### src/rtl/delay_line_pkg.sv
// Shared definitions for the delay-line measurement path.
// Contents: FSM state encodings and the default count width.
package delay_line_pkg;

   localparam int unsigned DEF_CNT_W = 16;

   localparam logic [1:0] ST_IDLE  = 2'd0;
   localparam logic [1:0] ST_COUNT = 2'd1;
   localparam logic [1:0] ST_HOLD  = 2'd2;

   typedef enum logic [1:0] {
      IDLE  = ST_IDLE,
      COUNT = ST_COUNT,
      HOLD  = ST_HOLD
   } state_t;

endpackage

### src/rtl/sync_rise.sv
// Multi-stage synchroniser for an asynchronous level, plus rising-edge detect.
// Ports:
//   clk  - sampling clock
//   rst  - synchronous active-high reset
//   d    - asynchronous input level
//   rise - one-cycle pulse when the synchronised level goes 0 -> 1
module sync_rise #(
   parameter int unsigned SYNC_STAGES = 2
) (
   input  logic clk,
   input  logic rst,
   input  logic d,
   output logic rise
);

   logic [SYNC_STAGES-1:0] r_sync;
   logic                   r_last;

   // Stage 0 takes the async input; the MSB is the first usable level.
   always_ff @(posedge clk) begin
      if (rst) begin
         r_sync <= '0;
         r_last <= 1'b0;
      end else begin
         r_sync <= {r_sync[SYNC_STAGES-2:0], d};
         r_last <= r_sync[SYNC_STAGES-1];
      end
   end

   assign rise = r_sync[SYNC_STAGES-1] & ~r_last;

endmodule

### src/rtl/echo_timer.sv
// Measures clk cycles from a start rising edge to the returned echo rising
// edge, or reports a timeout, and presents the result on a valid/ready port.
// Ports:
//   clk, rst          - clock and synchronous active-high reset
//   start             - synchronous trigger; rising edge arms a measurement
//   echo              - asynchronous return pulse; rising edge stops the count
//   busy              - high while counting or holding a result
//   meas/meas_timeout - result count and timeout qualifier
//   meas_valid/ready  - result handshake
//   overrun           - sticky flag for start edges dropped while not idle
module echo_timer
   import delay_line_pkg::*;
#(
   parameter int unsigned CNT_W       = DEF_CNT_W,
   parameter int unsigned TIMEOUT     = 1000,
   parameter int unsigned SYNC_STAGES = 2
) (
   input  logic             clk,
   input  logic             rst,
   input  logic             start,
   input  logic             echo,
   output logic             busy,
   output logic [CNT_W-1:0] meas,
   output logic             meas_timeout,
   output logic             meas_valid,
   input  logic             meas_ready,
   output logic             overrun
);

   localparam logic [CNT_W-1:0] LIMIT = CNT_W'(TIMEOUT);

   state_t           r_state, w_state_nxt;
   logic [CNT_W-1:0] r_cnt, w_cnt_nxt;
   logic [CNT_W-1:0] r_meas, w_meas_nxt;
   logic             r_to, w_to_nxt;
   logic             r_overrun, w_overrun_nxt;
   logic             r_busy, r_valid;
   logic             r_start_q;
   logic             w_start_rise;
   logic             w_echo_rise;

   sync_rise #(
      .SYNC_STAGES (SYNC_STAGES)
   ) u_echo_sync (
      .clk  (clk),
      .rst  (rst),
      .d    (echo),
      .rise (w_echo_rise)
   );

   assign w_start_rise = start & ~r_start_q;

   // Next-state, counter and result capture.
   always_comb begin
      w_state_nxt   = r_state;
      w_cnt_nxt     = r_cnt;
      w_meas_nxt    = r_meas;
      w_to_nxt      = r_to;
      w_overrun_nxt = r_overrun;
      case (r_state)
         IDLE: begin
            if (w_start_rise) begin
               w_state_nxt = COUNT;
               w_cnt_nxt   = '0;
            end
         end
         COUNT: begin
            // Echo takes priority over a simultaneous timeout.
            if (w_echo_rise) begin
               w_state_nxt = HOLD;
               w_meas_nxt  = r_cnt;
               w_to_nxt    = 1'b0;
            end else if (r_cnt == LIMIT) begin
               w_state_nxt = HOLD;
               w_meas_nxt  = LIMIT;
               w_to_nxt    = 1'b1;
            end else begin
               w_cnt_nxt = r_cnt + CNT_W'(1);
            end
         end
         HOLD: begin
            if (r_valid && meas_ready) begin
               w_state_nxt = IDLE;
            end
         end
         default: begin
            w_state_nxt = IDLE;
         end
      endcase
      // Any start edge outside IDLE (including the HOLD exit cycle) is dropped.
      if (w_start_rise && (r_state != IDLE)) begin
         w_overrun_nxt = 1'b1;
      end
   end

   // State and registered outputs; busy/valid reflect the state just entered.
   always_ff @(posedge clk) begin
      if (rst) begin
         r_state   <= IDLE;
         r_cnt     <= '0;
         r_meas    <= '0;
         r_to      <= 1'b0;
         r_overrun <= 1'b0;
         r_busy    <= 1'b0;
         r_valid   <= 1'b0;
         r_start_q <= 1'b0;
      end else begin
         r_state   <= w_state_nxt;
         r_cnt     <= w_cnt_nxt;
         r_meas    <= w_meas_nxt;
         r_to      <= w_to_nxt;
         r_overrun <= w_overrun_nxt;
         r_busy    <= (w_state_nxt != IDLE);
         r_valid   <= (w_state_nxt == HOLD);
         r_start_q <= start;
      end
   end

   assign busy         = r_busy;
   assign meas         = r_meas;
   assign meas_timeout = r_to;
   assign meas_valid   = r_valid;
   assign overrun      = r_overrun;

endmodule

### config.mk
export PLATFORM = sky130hd
export DESIGN_NAME = echo_timer
export DESIGN_NICKNAME = d
export VERILOG_FILES = /design/src/rtl/delay_line_pkg.sv /design/src/rtl/sync_rise.sv /design/src/rtl/echo_timer.sv
export SDC_FILE = /design/constraint.sdc
export NUM_CORES = 1
export LEC_CHECK = 0
export CAP_MARGIN = 0
export CELL_PAD_IN_SITES_DETAIL_PLACEMENT = 1
export CELL_PAD_IN_SITES_GLOBAL_PLACEMENT = 2
export CORE_ASPECT_RATIO = 0.9
export CORE_MARGIN = 5
export CORE_UTILIZATION = 35
export CTS_BUF_LIST = sky130_fd_sc_hd__clkbuf_2 sky130_fd_sc_hd__clkbuf_4 sky130_fd_sc_hd__clkbuf_8
export CTS_CLUSTER_SIZE = 8
export DETAILED_ROUTE_END_ITERATION = 12
export PLACE_DENSITY = 0.82
export SKIP_LAST_GASP = 1
export SLEW_MARGIN = 25
export SYNTH_ARGS = -nofsm -noshare
export SYNTH_HDL_FRONTEND = slang
export SYNTH_SLANG_ARGS = --single-unit
export TNS_END_PERCENT = 30
### constraint.sdc
create_clock -name clk -period 2.2 [get_ports clk]
set_input_delay 0.44 -clock clk [delete_from_list [all_inputs] [get_ports clk]]
set_output_delay 0.44 -clock clk [all_outputs]
set_load 0.02 [all_outputs]
==> flow_metrics.py <==
metrics = {
    "outcome": {
        "status": "completed",
    },
    "grt": {
        "gr-total-overflow": 0,
        "first_pass_grt_wire_length_mm": 8.33,
        "first_global_vias": 1698,
        "grt_start_max_net_pins": 15,
        "number_of_antenna_violations_at_the_first_check_in_global_routing": 0,
        "gr-usage-all-layers_pct": 15.6,
    },
    "timing": {
        "layout_worst_path_cycle_share_pct": 95.7,
        "worstMarginPinSlew_ps": 786,
        "timing.max_slew.rel_slack_pct": 47.4,
        "timing.clock.skew_ps": 2.87,
        "rsz0062_at_grt": "no",
        "finalSetupViolations": 0,
        "timing.final.max_slew_violations": 0,
        "timing.setup.tns_ps": 0,
        "fin_crit_ps": 2110,
        "final-hold-violation-count": 0,
        "max_freq_ghz": 0.475,
    },
    "logic_synthesis": {
        "yosys.area.top_type": "sky130_fd_sc_hd__dfxtp_1",
        "syn-instance-count": 194,
        "netlist_area_um2": 1840,
        "synth.net_count": 201,
        "postSynthRegisterBits": 42,
        "synthMostInstantiatedCell": "sky130_fd_sc_hd__dfxtp_1",
        "post_synth_xor_area_fraction_pct": 1.91,
        "number_of_enable_type_register_cells_in_the_synthesized_netlist": 0,
        "synth_top_family_by_area": "simple AND/OR/NAND/NOR gates",
        "synthDistinctLibCells": 47,
        "synth_simple_gate_area_share_pct": 28.7,
        "muxShareOfSynthArea_pct": 0,
        "ys_warn_count": 0,
        "synthAdderAreaFrac_pct": 1.36,
        "yosysSeqAreaShare_pct": 45.8,
        "synth_area_leaders": "sky130_fd_sc_hd__dfxtp_1 46%, sky130_fd_sc_hd__a22o_1 4.8%, sky130_fd_sc_hd__nor2_1 3.9%, sky130_fd_sc_hd__nand2_1 2.9%, sky130_fd_sc_hd__or4_1 2.9%",
        "avg_cell_area_syn_um2": 9.47,
        "synth-async-reset-ratio_pct": 0,
        "complex_gate_fraction_of_the_synthesized_area_pct": 19.2,
        "dominantRegCellSynth": "sky130_fd_sc_hd__dfxtp_1",
        "post_synth_most_frequent_cells": "42 x sky130_fd_sc_hd__dfxtp_1, 19 x sky130_fd_sc_hd__nor2_1, 14 x sky130_fd_sc_hd__nand2_1, 10 x sky130_fd_sc_hd__a21oi_1, 10 x sky130_fd_sc_hd__a22o_1",
        "synth_largest_type_area_fraction_pct": 45.8,
    },
    "worst_setup_path": {
        "critPathKind": "register to register",
        "worst_setup_path_start_kind": "register",
        "worst_setup_path_end_kind": "register",
        "r2r.worst_path.cells": 8,
        "crit_fanout": 6,
        "crit-reg2reg-capture": "busy$_SDFF_PP0_",
        "worst_r2r_startpoint": "r_cnt[1]$_SDFFE_PP0P_",
        "ff2ff_setup_slack_ps": 90,
        "worst_ep_arrival_time_ps": 2300,
        "timing.critical_path.required_ps": 2400,
    },
    "place": {
        "dpl-instance-area_um2": 2180,
        "portBuffers": 24,
        "place.detailed.instances": 286,
        "globalplace.congestion": 0.906,
        "placed_wire_length_estimate_after_detailed_placement_mm": 3.75,
    },
    "floorplanning": {
        "floorplan.initialDensity_pct": 35.6,
        "ioPinCount": 25,
        "floorplan.core_area_um2": 5160,
        "die_footprint_um2": 6800,
        "fp.dieH_um": 78.7,
        "placement_rows": 25,
        "die-width_um": 86.4,
    },
    "clock_network": {
        "cts-root-buf": "sky130_fd_sc_hd__clkbuf_8",
        "htreeDepth": 2,
        "clock-sinks": 42,
        "clk_pin_slew_worst_paths_ps": 80,
        "clock_path_buffers": 2,
        "clock_latency_ps": 300,
        "clock_tree_from_tritoncts": "built",
        "tritoncts.num_buffers": 5,
        "cts_hold_repair.buffers": 0,
    },
    "cells_and_area": {
        "instances_no_fill": 294,
        "layout-area-overhead-vs-synth_pct": 24.5,
        "drive_above_1_share_pct": 12.8,
        "antenna-diode-count": 0,
        "net_count_reported_at_finish": 233,
        "layout.cell_area.non_filler_um2": 2290,
    },
    "detailed_routing": {
        "drcViolationCount": 0,
        "vias": 1614,
        "detail_route_antenna_nets": 0,
        "avgRoutedWirePerCell_um": 17.1,
        "drt_iter0_drc": 68,
        "firstDrtPassIters": 4,
        "viasPerCell": 5.49,
        "drt-total-wl_mm": 5.03,
    },
    "power_and_ir_drop": {
        "sw_frac_of_total_pct": 25.0,
        "p_int_uw": 1090,
        "pwr-share-clk_pct": 37.5,
        "power.share.sequential_pct": 53.8,
        "design_power_total_uw": 1450,
        "power.share.combinational_pct": 8.6,
        "powerDensity_nw_per_um2": 635,
        "vdd.ir_drop.worst_v": 0.000254,
        "static-leakage-power_uw": 0.000801,
        "p_switching_uw": 363,
    },
    "run": {
        "drv.max_cap_violation_count": 0,
    },
    "hold_path": {
        "worst_hold_path.endpoint": "u_echo_sync.r_sync[1]$_SDFF_PP0_",
        "hold_path_startpoint": "u_echo_sync.r_sync[0]$_SDFF_PP0_",
        "worstHoldPathCells": 1,
        "timing.hold.worst.class": "register to register",
    },
}
[worst max-delay path by stage]
stage	startpoint	end	slack, ps	cells past startpoint
after global routing	r_cnt[0]$_SDFFE_PP0P_	busy$_SDFF_PP0_	9	8
final	r_cnt[1]$_SDFFE_PP0P_	busy$_SDFF_PP0_	90	8
after global placement	start	r_cnt[10]$_SDFFE_PP0P_	40	6
after floorplan	r_cnt[0]$_SDFFE_PP0P_	r_cnt[10]$_SDFFE_PP0P_	500	8
after CTS	r_cnt[0]$_SDFFE_PP0P_	busy$_SDFF_PP0_	170	8
after detailed placement	start	r_cnt[8]$_SDFFE_PP0P_	-60	6
[placed cells by master, fill, tap and decap left out, drive strengths merged, types with 8 or more instances in the layout]
master	n
buf	8
nor3	9
dfxtp	42
a21oi	10
nand2	14
a22o	10
clkdlybuf4s50	24
nor2	19
[power by group through the flow]
stage / sequential [µW] / clock, µW / combinational, µW
2_1_floorplan: 806 / 0 / 63.0
3_3_place_gp: 799 / 0 / 121
3_5_place_dp: 800 / 0 / 125
4_1_cts: 782 / 552 / 125
5_1_grt: 784 / 577 / 136
6_report: 782 / 545 / 126
[flip-flops by register name, indices dropped and copies added, names as in the netlist]
name                cells
busy                    1
u_echo_sync.r_last      1
meas                   16
meas_timeout            1
r_cnt                  16
meas_valid              1
overrun                 1
r_start_q               1
u_echo_sync.r_sync      2
r_state                 2
[cell families (layout without fill, tap and decap cells)]
logic type | after synthesis | count (layout)
AOI/OAI and AO/OA | 44 | 44
xor gates and xnor gates | 4 | 4
adders and majority gates | 2 | 2
buffers and inverters | 12 | 45
DFF | 42 | 42
and+or+nand+nor | 90 | 90
[metal layers]
layer	track usage [%]	share of wire (%)
met1	19.4	46
met2	25.3	47
met3	3.42	4.6
met4	8.10	2.1
met5	0	0
[what timing repair did]
item	CTS	global route
endpoints found under the setup margin	0	1
buffers inserted	0	0
gates resized for setup	0	1
[layout make-up]
type | count | area (µm²)
Fill cell | 605 | 2880
Multi-Input combinational cell | 140 | 947
Sequential cell | 42 | 841
Timing Repair Buffer | 32 | 300
Clock buffer | 7 | 90.1
Tap cell | 67 | 83.8
Inverter | 5 | 18.8
Clock inverter | 1 | 5.00
[critical path, stage by stage (launching register included)]
cell	delay, ps
sky130_fd_sc_hd__dfxtp_1	360
sky130_fd_sc_hd__inv_1	80
sky130_fd_sc_hd__ha_1	170
sky130_fd_sc_hd__nor4bb_1	380
sky130_fd_sc_hd__nand4_1	250
sky130_fd_sc_hd__o21ai_2	310
sky130_fd_sc_hd__buf_4	190
sky130_fd_sc_hd__nor2_1	50
sky130_fd_sc_hd__or2_1	210
[through the flow]
stage                     setup WS (ps)  hold slack (ps)  util (%)
final                              94.0              449      44.3
after global routing               9.26              474      44.3
after CTS                           173              454      44.1
after detailed placement          -55.6              435      42.3
after global placement             38.4              428      42.3
after floorplan                     500              414         -
Note: power is estimated with default switching activity, not from simulation.
